`src/rtl/gat_host_bridge_if.sv`:
```
// Write-path bundle between the host BRAM-controller ports and the core load BRAMs.
// The bridge takes the slave view: host_* in, registered core_* out.
interface gat_host_bridge_if #(
   parameter int TOP_WIDTH = 32,
   parameter int NUM_CH    = 3,
   parameter int CH_DATA_W = 21,
   parameter int CH_ADDR_W = 18
);
   logic [NUM_CH*TOP_WIDTH-1:0]     host_din;
   logic [NUM_CH-1:0]               host_ena;
   logic [NUM_CH-1:0]               host_wea;
   logic [NUM_CH*(CH_ADDR_W+2)-1:0] host_addra;
   logic [NUM_CH*CH_DATA_W-1:0]     core_din;
   logic [NUM_CH-1:0]               core_we;
   logic [NUM_CH*CH_ADDR_W-1:0]     core_addr;

   modport master (
      output host_din, host_ena, host_wea, host_addra,
      input  core_din, core_we, core_addr
   );

   modport slave (
      input  host_din, host_ena, host_wea, host_addra,
      output core_din, core_we, core_addr
   );
endinterface

```
`src/rtl/gat_host_bridge.sv`:
```
// Host-side bridge for the GAT core: registered load-channel writes with counters,
// load/run/done sequencing with a core start pulse, sticky error flags and feature readback.
module gat_host_bridge #(
   parameter int TOP_WIDTH   = 32,
   parameter int NUM_CH      = 3,
   parameter int CH_DATA_W   = 21,
   parameter int CH_ADDR_W   = 18,
   parameter int CNT_W       = 20,
   parameter int FEAT_ADDR_W = 16,
   parameter int FEAT_DATA_W = 32,
   parameter int RD_LATENCY  = 2
) (
   input  logic                     clk,
   input  logic                     rst_n,
   gat_host_bridge_if.slave         bus,
   input  logic [NUM_CH-1:0]        load_done,
   output logic                     core_start,
   input  logic                     core_done,
   output logic                     gat_ready,
   output logic [NUM_CH*CNT_W-1:0]  wr_count,
   output logic [1:0]               err_flags,
   output logic [1:0]               state_dbg,
   input  logic [FEAT_ADDR_W+1:0]   feat_addrb,
   output logic [FEAT_ADDR_W-1:0]   feat_core_addr,
   input  logic [FEAT_DATA_W-1:0]   feat_core_dout,
   output logic [FEAT_DATA_W-1:0]   feat_dout
);

   typedef enum logic [1:0] {
      S_IDLE = 2'd0,
      S_LOAD = 2'd1,
      S_RUN  = 2'd2,
      S_DONE = 2'd3
   } state_t;

   state_t state, state_nxt;

   logic [NUM_CH-1:0] wr_req;
   logic [NUM_CH-1:0] acc;
   logic              load_phase;
   logic              all_done;
   logic              none_done;
   logic              start_nxt;
   logic              clr_cnt;
   logic              rej_wr;
   logic              bad_done;

   logic [CNT_W-1:0]       cnt     [NUM_CH];
   logic [FEAT_DATA_W-1:0] rd_pipe [RD_LATENCY];

   // Byte-lane bits and host data bits above CH_DATA_W are intentionally dropped.
   logic unused_bits;
   assign unused_bits = ^{bus.host_din, bus.host_addra, feat_addrb};

   assign wr_req     = bus.host_ena & bus.host_wea;
   assign load_phase = (state == S_IDLE) || (state == S_LOAD);
   assign acc        = wr_req & {NUM_CH{load_phase}};
   assign all_done   = &load_done;
   assign none_done  = ~|load_done;

   // State register
   always_ff @(posedge clk or negedge rst_n) begin
      if (!rst_n) state <= S_IDLE;
      else        state <= state_nxt;
   end

   // Next-state logic; an accepted write always wins over a load_done level in IDLE.
   always_comb begin
      state_nxt = state;
      case (state)
         S_IDLE: begin
            if (|acc)         state_nxt = S_LOAD;
            else if (all_done) state_nxt = S_RUN;
         end
         S_LOAD: if (all_done && !(|acc)) state_nxt = S_RUN;
         S_RUN:  if (core_done)           state_nxt = S_DONE;
         S_DONE: if (none_done)           state_nxt = S_IDLE;
         default: state_nxt = S_IDLE;
      endcase
   end

   // Output / event decode
   always_comb begin
      start_nxt = (state != S_RUN) && (state_nxt == S_RUN);
      clr_cnt   = (state == S_DONE) && (state_nxt == S_IDLE);
      rej_wr    = (|wr_req) && !load_phase;
      bad_done  = core_done && (state != S_RUN);
   end

   assign gat_ready = (state == S_DONE);
   assign state_dbg = state;

   // core_start is registered so it lines up with the first cycle of RUN.
   always_ff @(posedge clk or negedge rst_n) begin
      if (!rst_n) begin
         core_start <= 1'b0;
         err_flags  <= 2'b00;
      end else begin
         core_start <= start_nxt;
         err_flags  <= err_flags | {bad_done, rej_wr};
      end
   end

   always_ff @(posedge clk or negedge rst_n) begin
      if (!rst_n) begin
         bus.core_we   <= '0;
         bus.core_din  <= '0;
         bus.core_addr <= '0;
         for (int i = 0; i < NUM_CH; i++) cnt[i] <= '0;
      end else begin
         bus.core_we <= acc;
         for (int i = 0; i < NUM_CH; i++) begin
            if (acc[i]) begin
               bus.core_din[i*CH_DATA_W +: CH_DATA_W] <=
                  bus.host_din[i*TOP_WIDTH +: CH_DATA_W];
               bus.core_addr[i*CH_ADDR_W +: CH_ADDR_W] <=
                  bus.host_addra[i*(CH_ADDR_W+2)+2 +: CH_ADDR_W];
            end
            if (clr_cnt)
               cnt[i] <= '0;
            else if (acc[i] && (cnt[i] != {CNT_W{1'b1}}))
               cnt[i] <= cnt[i] + 1'b1;
         end
      end
   end

   for (genvar g = 0; g < NUM_CH; g++) begin : g_cnt
      assign wr_count[g*CNT_W +: CNT_W] = cnt[g];
   end

   // feat_core_dout is sampled every cycle; the bridge provides the RD_LATENCY
   // stages so host address-to-data latency is 1+RD_LATENCY.
   always_ff @(posedge clk or negedge rst_n) begin
      if (!rst_n) begin
         feat_core_addr <= '0;
         for (int k = 0; k < RD_LATENCY; k++) rd_pipe[k] <= '0;
      end else begin
         feat_core_addr <= feat_addrb[FEAT_ADDR_W+1:2];
         rd_pipe[0]     <= feat_core_dout;
         for (int k = 1; k < RD_LATENCY; k++) rd_pipe[k] <= rd_pipe[k-1];
      end
   end

   assign feat_dout = rd_pipe[RD_LATENCY-1];

endmodule

```
`src/flat_wrapper.sv`:
```
// flat-port wrapper written by rule: the top's interface ports become plain ports
module gat_host_bridge_flat 
#(
   parameter int TOP_WIDTH   = 32,
   parameter int NUM_CH      = 3,
   parameter int CH_DATA_W   = 21,
   parameter int CH_ADDR_W   = 18,
   parameter int CNT_W       = 20,
   parameter int FEAT_ADDR_W = 16,
   parameter int FEAT_DATA_W = 32,
   parameter int RD_LATENCY  = 2
)
  (clk, rst_n, load_done, core_start, core_done, gat_ready, wr_count, err_flags, state_dbg, feat_addrb, feat_core_addr, feat_core_dout, feat_dout, bus_host_din, bus_host_ena, bus_host_wea, bus_host_addra, bus_core_din, bus_core_we, bus_core_addr);
  gat_host_bridge_if #(.TOP_WIDTH(TOP_WIDTH), .NUM_CH(NUM_CH), .CH_DATA_W(CH_DATA_W), .CH_ADDR_W(CH_ADDR_W)) bus_i ();
  input  logic clk;
  input  logic rst_n;
  input  logic [NUM_CH-1:0] load_done;
  output logic core_start;
  input  logic core_done;
  output logic gat_ready;
  output logic [NUM_CH*CNT_W-1:0] wr_count;
  output logic [1:0] err_flags;
  output logic [1:0] state_dbg;
  input  logic [FEAT_ADDR_W+1:0] feat_addrb;
  output logic [FEAT_ADDR_W-1:0] feat_core_addr;
  input  logic [FEAT_DATA_W-1:0] feat_core_dout;
  output logic [FEAT_DATA_W-1:0] feat_dout;
  input wire logic [$bits(bus_i.host_din)-1:0] bus_host_din;
  input wire logic [$bits(bus_i.host_ena)-1:0] bus_host_ena;
  input wire logic [$bits(bus_i.host_wea)-1:0] bus_host_wea;
  input wire logic [$bits(bus_i.host_addra)-1:0] bus_host_addra;
  output wire logic [$bits(bus_i.core_din)-1:0] bus_core_din;
  output wire logic [$bits(bus_i.core_we)-1:0] bus_core_we;
  output wire logic [$bits(bus_i.core_addr)-1:0] bus_core_addr;
  assign bus_i.host_din = bus_host_din;
  assign bus_i.host_ena = bus_host_ena;
  assign bus_i.host_wea = bus_host_wea;
  assign bus_i.host_addra = bus_host_addra;
  assign bus_core_din = bus_i.core_din;
  assign bus_core_we = bus_i.core_we;
  assign bus_core_addr = bus_i.core_addr;
  gat_host_bridge #(.TOP_WIDTH(TOP_WIDTH), .NUM_CH(NUM_CH), .CH_DATA_W(CH_DATA_W), .CH_ADDR_W(CH_ADDR_W), .CNT_W(CNT_W), .FEAT_ADDR_W(FEAT_ADDR_W), .FEAT_DATA_W(FEAT_DATA_W), .RD_LATENCY(RD_LATENCY)) u_core (.clk(clk), .rst_n(rst_n), .bus(bus_i), .load_done(load_done), .core_start(core_start), .core_done(core_done), .gat_ready(gat_ready), .wr_count(wr_count), .err_flags(err_flags), .state_dbg(state_dbg), .feat_addrb(feat_addrb), .feat_core_addr(feat_core_addr), .feat_core_dout(feat_core_dout), .feat_dout(feat_dout));
endmodule
```
`config.mk`:
```
export PLATFORM = sky130hd
export DESIGN_NAME = gat_host_bridge_flat
export DESIGN_NICKNAME = d
export VERILOG_FILES = /design/src/rtl/gat_host_bridge_if.sv /design/src/rtl/gat_host_bridge.sv /design/src/flat_wrapper.sv
export SDC_FILE = /design/constraint.sdc
export NUM_CORES = 1
export LEC_CHECK = 0
export ABC_AREA = 1
export BUFFER_PORTS_ARGS = -buffer_cell sky130_fd_sc_hd__buf_4
export CORE_AREA = 2 2 174 176
export CTS_CLUSTER_DIAMETER = 200
export DETAILED_ROUTE_END_ITERATION = 8
export DIE_AREA = 0 0 176 178
export PLACE_DENSITY = 0.7
export SYNTH_ARGS = -nofsm -noshare
export SYNTH_HDL_FRONTEND = slang
export SYNTH_SLANG_ARGS = --single-unit
```
`constraint.sdc`:
```
create_clock -name clk -period 2.2 [get_ports clk]
set_input_delay 0.33 -clock clk [delete_from_list [all_inputs] [get_ports clk]]
set_output_delay 0.33 -clock clk [all_outputs]
set_load 0.05 [all_outputs]
```
* Word level (Yosys, flattened, before mapping)
Cells that the tools add are included.
Operators by class: bitwise gates (word level) 3, equal/unequal tests 8, reduce and logical (&&, ||, !) cells 20, $add $sub $neg 3, multiplexer cells 12
Operators with widths (number):
- 2-to-1 mux 20 bit | 6
- adder 20 x 1 -> 20 bit (second input constant) | 3
- != test 20 bit (second input constant) | 3
- 2-to-1 mux 2 bit | 5
- OR reduction 3 bit | 3
- logical AND 1 bit | 8
- case mux 2 bit (4 select lines) | 1
- AND 3 bit | 2
- == test 2 bit (second input constant) | 3
- nonzero test 2 bit | 3
- logical NOT 2 bit | 2
- AND reduction 3 bit | 1
- == test 2 x 1 -> 1 bit (second input constant) | 1
- logical NOT 1 bit | 2
- != test 2 bit (second input constant) | 1
- bitwise OR 2 bit | 1
- logical OR 1 bit | 1
Storage, ports and cells: register bits 265

* Logic depth before layout (Yosys ltp)
depth in word-level cells 11, mapped depth 12, mapped depth without buffers 11

* Worst setup path before layout
No wires, ideal clock.
kind register to register, start reg u_core.state[1], in the netlist u_core.state_dbg[1], end reg u_core.cnt (netlist bit u_core.wr_count[52]), data required time 2.082 ns, path buffers 2, cell stages (with the launch flop) 10, path slack 0.107 ns, arrival time 1.975 ns, clock period less this slack 2.093 ns, library setup time 0.118 ns, cell sequence dfrtp_1 -> nand2_1 -> inv_1 -> nand2_1 -> buf_2 -> inv_1 -> buf_2 -> nor2_1 -> nand2_1 -> nand2_1
Between the ends: elaborated cells between the ends (all ways) 20, classes of those cells 3 x eq/ne; 7 x mux; 1 x bitwise; 9 x reduce/logical
RTL lines:
- start, declared | line gat_host_bridge.sv:36 | state_t state, state_nxt;
- start signal, assigned | line gat_host_bridge.sv:64 | else state <= state_nxt;
- == test 2 bit *
- via gat_ready | line flat_wrapper.sv:20 | output logic gat_ready;
- case mux 2 bit (4 select lines) | line gat_host_bridge.sv:70 | case (state)
- logical NOT 2 bit | line gat_host_bridge.sv:85 | clr_cnt = (state == S_DONE) && (state_nxt == S_IDLE);
- logical AND 1 bit * | line gat_host_bridge.sv:85
- 2-to-1 mux 20 bit / nonzero test 2 bit (equally long branches)
- end signal, assigned by index | line gat_host_bridge.sv:122 | cnt[i] <= cnt[i] + 1'b1;
- end, declared | line gat_host_bridge.sv:48 | logic [CNT_W-1:0] cnt [NUM_CH];
The timed path passes the listed nets; every way through them passes the cells marked *. A chain may end at the register's enable or synchronous reset.

* Worst setup path after layout
start reg u_core.cnt (netlist bit u_core.wr_count[0]), end reg u_core.cnt (netlist bit u_core.wr_count[9])
Between the ends: longest elaborated chain between the ends 3, elaborated cells between the ends (all ways) 6, classes of those cells 1 x add/sub; 1 x eq/ne; 2 x mux; 2 x reduce/logical
Ends and longest elaborated chain:
- adder 20 x 1 -> 20 bit / != test 20 bit (equally long branches) | line gat_host_bridge.sv:122, gat_host_bridge.sv:121
- 2-to-1 mux 20 bit / logical AND 1 bit (equally long branches) | line gat_host_bridge.sv:121 | else if (acc[i] && (cnt[i] != {CNT_W{1'b1}}))
- 2-to-1 mux 20 bit / nonzero test 2 bit (equally long branches)
Parallel ways exist; a longest one is shown, timed or not. The select of a mux whose other input is x is not followed.

==> flow_metrics.py <==
metrics = {
    "min_path": {
        "min_path_cells": 3,
        "hold_class": "in -> reg",
    },
    "cts": {
        "cts_setup_buffers": 0,
        "clk_latency_ns": 0.56,
        "cts_sinks": 265,
        "cts_tree": "yes",
        "cts_buffers": 29,
        "cts_buffer_depth": 3,
        "cts.root.buffer_cell": "clkbuf_16",
        "htree_levels": 1,
        "path_clk_slew_ns": 0.06,
    },
    "synth": {
        "synth_top_area_cell": "dfrtp_1",
        "synthFlopType": "dfrtp_1",
        "yosysSeqAreaShare_pct": 60.9,
        "ys_top_cells_by_area": "dfrtp_1 61%, nand2_1 21%, nor2_1 3.1%",
        "yosys-top-cells-count": "599 x nand2_1, 265 x dfrtp_1, 91 x nor2_1",
        "synth_edf_count": 0,
        "synth_area_um2": 10900,
        "synth_nets": 1444,
        "yosys.cell_types.count": 32,
        "synth_top_area_share_pct": 60.9,
        "postSynthAreaPerCell_um2": 8.91,
        "yosysMostFrequentCell": "nand2_1",
        "yosys_warnings": 0,
        "syn_inst": 1223,
        "synthArstFlopShare_pct": 100,
        "ys_ff_latch": 265,
    },
    "timing": {
        "whs_ns": 0.0485,
        "fmax_mhz": 509,
        "worstMarginPinSlew_ns": 0.700,
        "slew_headroom_pct": 53.3,
        "rsz0062_at_grt": "false",
        "fin_crit_sh_pct": 89.3,
        "setup_violations": 0,
        "period_needed_ns": 1.96,
        "setup-tns-final_ns": 0,
        "hold_viol": 0,
        "slew_violations": 0,
        "skew_ns": 0.0164,
    },
    "power": {
        "powerDensity_nw_per_um2": 1250,
        "swShare_pct": 44.0,
        "p_int_uw": 11900,
        "ir_drop_mv": 1.15,
        "clkPwrFrac_pct": 25.0,
        "power_frac_comb_pct": 42.4,
        "pwr-share-seq_pct": 32.6,
        "switchingPower_uw": 9370,
        "leakage_uw": 0.00889,
    },
    "worst_setup_path": {
        "max_stage_delay_ns": 0.47,
        "criticalPathCategory": "reg -> reg",
        "crit_chain": "ha_1 > nand2_2 > nor2_2 > nand2_2 > nor2_4 > nand2_1 > nand2_2 > nand2_4 > inv_6 > nand2_1 > nand2_1",
        "worstRegToRegCells": 11,
        "path_buf_inv": 1,
        "cp_num_cells": 11,
        "worstPathRequired_ns": 2.69,
        "critical-path-top-delay-family": "simple AND/OR/NAND/NOR gates",
        "critPathCaptureType": "flop",
        "crit_fanout": 18,
        "cp.arrival_ns": 2.45,
        "crit_path_start_kind": "flop",
        "slowest_stage": "dfrtp_1",
    },
    "global_route": {
        "grt_max_degree": 61,
        "grt_use_total_pct": 23.5,
        "overflow": 0,
        "grt_pass1_vias": 10800,
        "grt_pass1_wl_um": 58000,
        "antenna_found_initial": 4,
    },
    "status": {
        "outcome": "complete, no violations",
    },
    "final_layout": {
        "syn2layout_area_growth_pct": 56.4,
        "final_layout_size_suffix_gt1_share_pct": 29.0,
        "fin_nets": 2007,
    },
    "detailed_routing": {
        "first_pass_iters": 5,
        "dr_total_vias": 10400,
        "routed_wl_um": 37000,
        "drc_errors": 0,
        "via_per_inst": 4.74,
        "post_drt_wl_per_cell_um": 16.8,
        "drtIter0Drc": 569,
        "postRouteAntennaNets": 0,
    },
    "die": {
        "coreArea_um2": 29400,
        "initial_utilization_pct": 37.1,
        "die_y_um": 178,
        "die_w_um": 176,
        "core.rowCount": 63,
        "fp.dieArea_um2": 31300,
        "io_pins": 452,
    },
    "place": {
        "dpl.hpwl_um": 24300,
        "portBuffers": 410,
        "routabilityCongestion": 0.927,
    },
    "job": {
        "maxCapViolCount": 0,
    },
}
[state kept, by name, indices dropped and copies added (netlist names)]
name	flops
u_core.bus.core_we	3
u_core.feat_core_addr	16
u_core.feat_dout	32
u_core.core_start	1
u_core.state_dbg	2
u_core.err_flags	2
u_core.wr_count	60
u_core.bus.core_din	63
u_core.bus.core_addr	54
u_core.rd_pipe	32
[layout make-up]
type	instances	area (µm²)
Timing Repair Buffer	601	5000
Multi-Input combinational cell	851	3710
Tap cell	390	488
Clock inverter	17	259
Fill cell	2377	12400
Antenna cell	2	5.00
Inverter	38	155
Sequential cell	265	6630
Clock buffer	37	796
[per-stage QoR]
step                instances  power (µW)  area [µm²]  utilization (%)  setup slack (ns)
finish                   2201       21300       17000             57.9             0.236
global route             2201       22200       17000             57.9            0.0446
CTS                      2199       21300       17000             57.9            0.0549
detailed placement       1979       15600       14300             48.7            0.0427
global placement         1979       15500       14300             48.7             0.135
floorplan                1223       12500       10900                -             0.107
[tightest hold or removal path: stages]
cell and delay (ns):
buf_4 0.08, nand2_1 0.08, nand2_1 0.07
[path summary, 6_finish.rpt]
| check | endpoint | slack (ns) | startpoint |
|---|---|---|---|
| setup / recovery | u_core.wr_count[9] | 0.24 | u_core.wr_count[0] |
| hold / removal | u_core.bus.core_din[29] | 0.05 | bus_host_din[40] |
| setup reg to reg | u_core.wr_count[9] | 0.24 | u_core.wr_count[0] |
| hold reg to reg | u_core.feat_dout[7] | 0.34 | u_core.rd_pipe[39] |
| max in group asynchronous | u_core.bus.core_din[33] | 1.18 | rst_n |
| min in group asynchronous | u_core.wr_count[26] | 0.30 | rst_n |
[repair_timing]
| item | CTS | global route |
|---|---|---|
| resized for setup | 1 | 2 |
| endpoints found under the hold margin | 218 | 0 |
| setup endpoints to repair | 6 | 14 |
| pin swaps | 0 | 0 |
| hold buffers | 166 | 0 |
[power by group through the flow]
stage / clock (µW) / sequential (µW) / combinational (µW)
floorplan: 0 / 10800 / 1710
global placement: 0 / 6890 / 8630
detailed placement: 0 / 6910 / 8720
CTS: 5420 / 6880 / 8960
global route: 5640 / 7080 / 9480
finish: 5320 / 6950 / 9040
[layout by cell type, fill, tap and decap left out, types with 25 or more instances in the layout]
cell	Yosys	final
nand2_1	599	598
buf_4	33	429
dfrtp_1	265	265
dlygate4sd3_1	0	166
nor2_1	91	91
nand3_1	44	44
inv_1	31	31
xor2_1	30	30
clkbuf_16	0	29
nand4_1	25	25
[routing by layer]
layer  routed length, µm  global-route usage, %  vias up
met1               14600                   29.1     5008
met2               18100                   40.0      467
met5                   0                      0        -
met4                1370                   8.82        0
li1                    -                      -     4876
met3                2940                   5.58       87
[logic make-up (layout without fill, tap and decap cells)]
kind of cell | after synthesis | after routing | share of synthesized area [%]
fa+ha+maj | 3 | 3 | 0.345
compound gates | 19 | 19 | 1.01
other cells | 0 | 2 | 0
flops | 265 | 265 | 60.9
xor+xnor | 33 | 33 | 2.65
simple gates | 796 | 796 | 29.9
buf+inv | 107 | 693 | 5.26
Power figures use the tool's default switching activity.
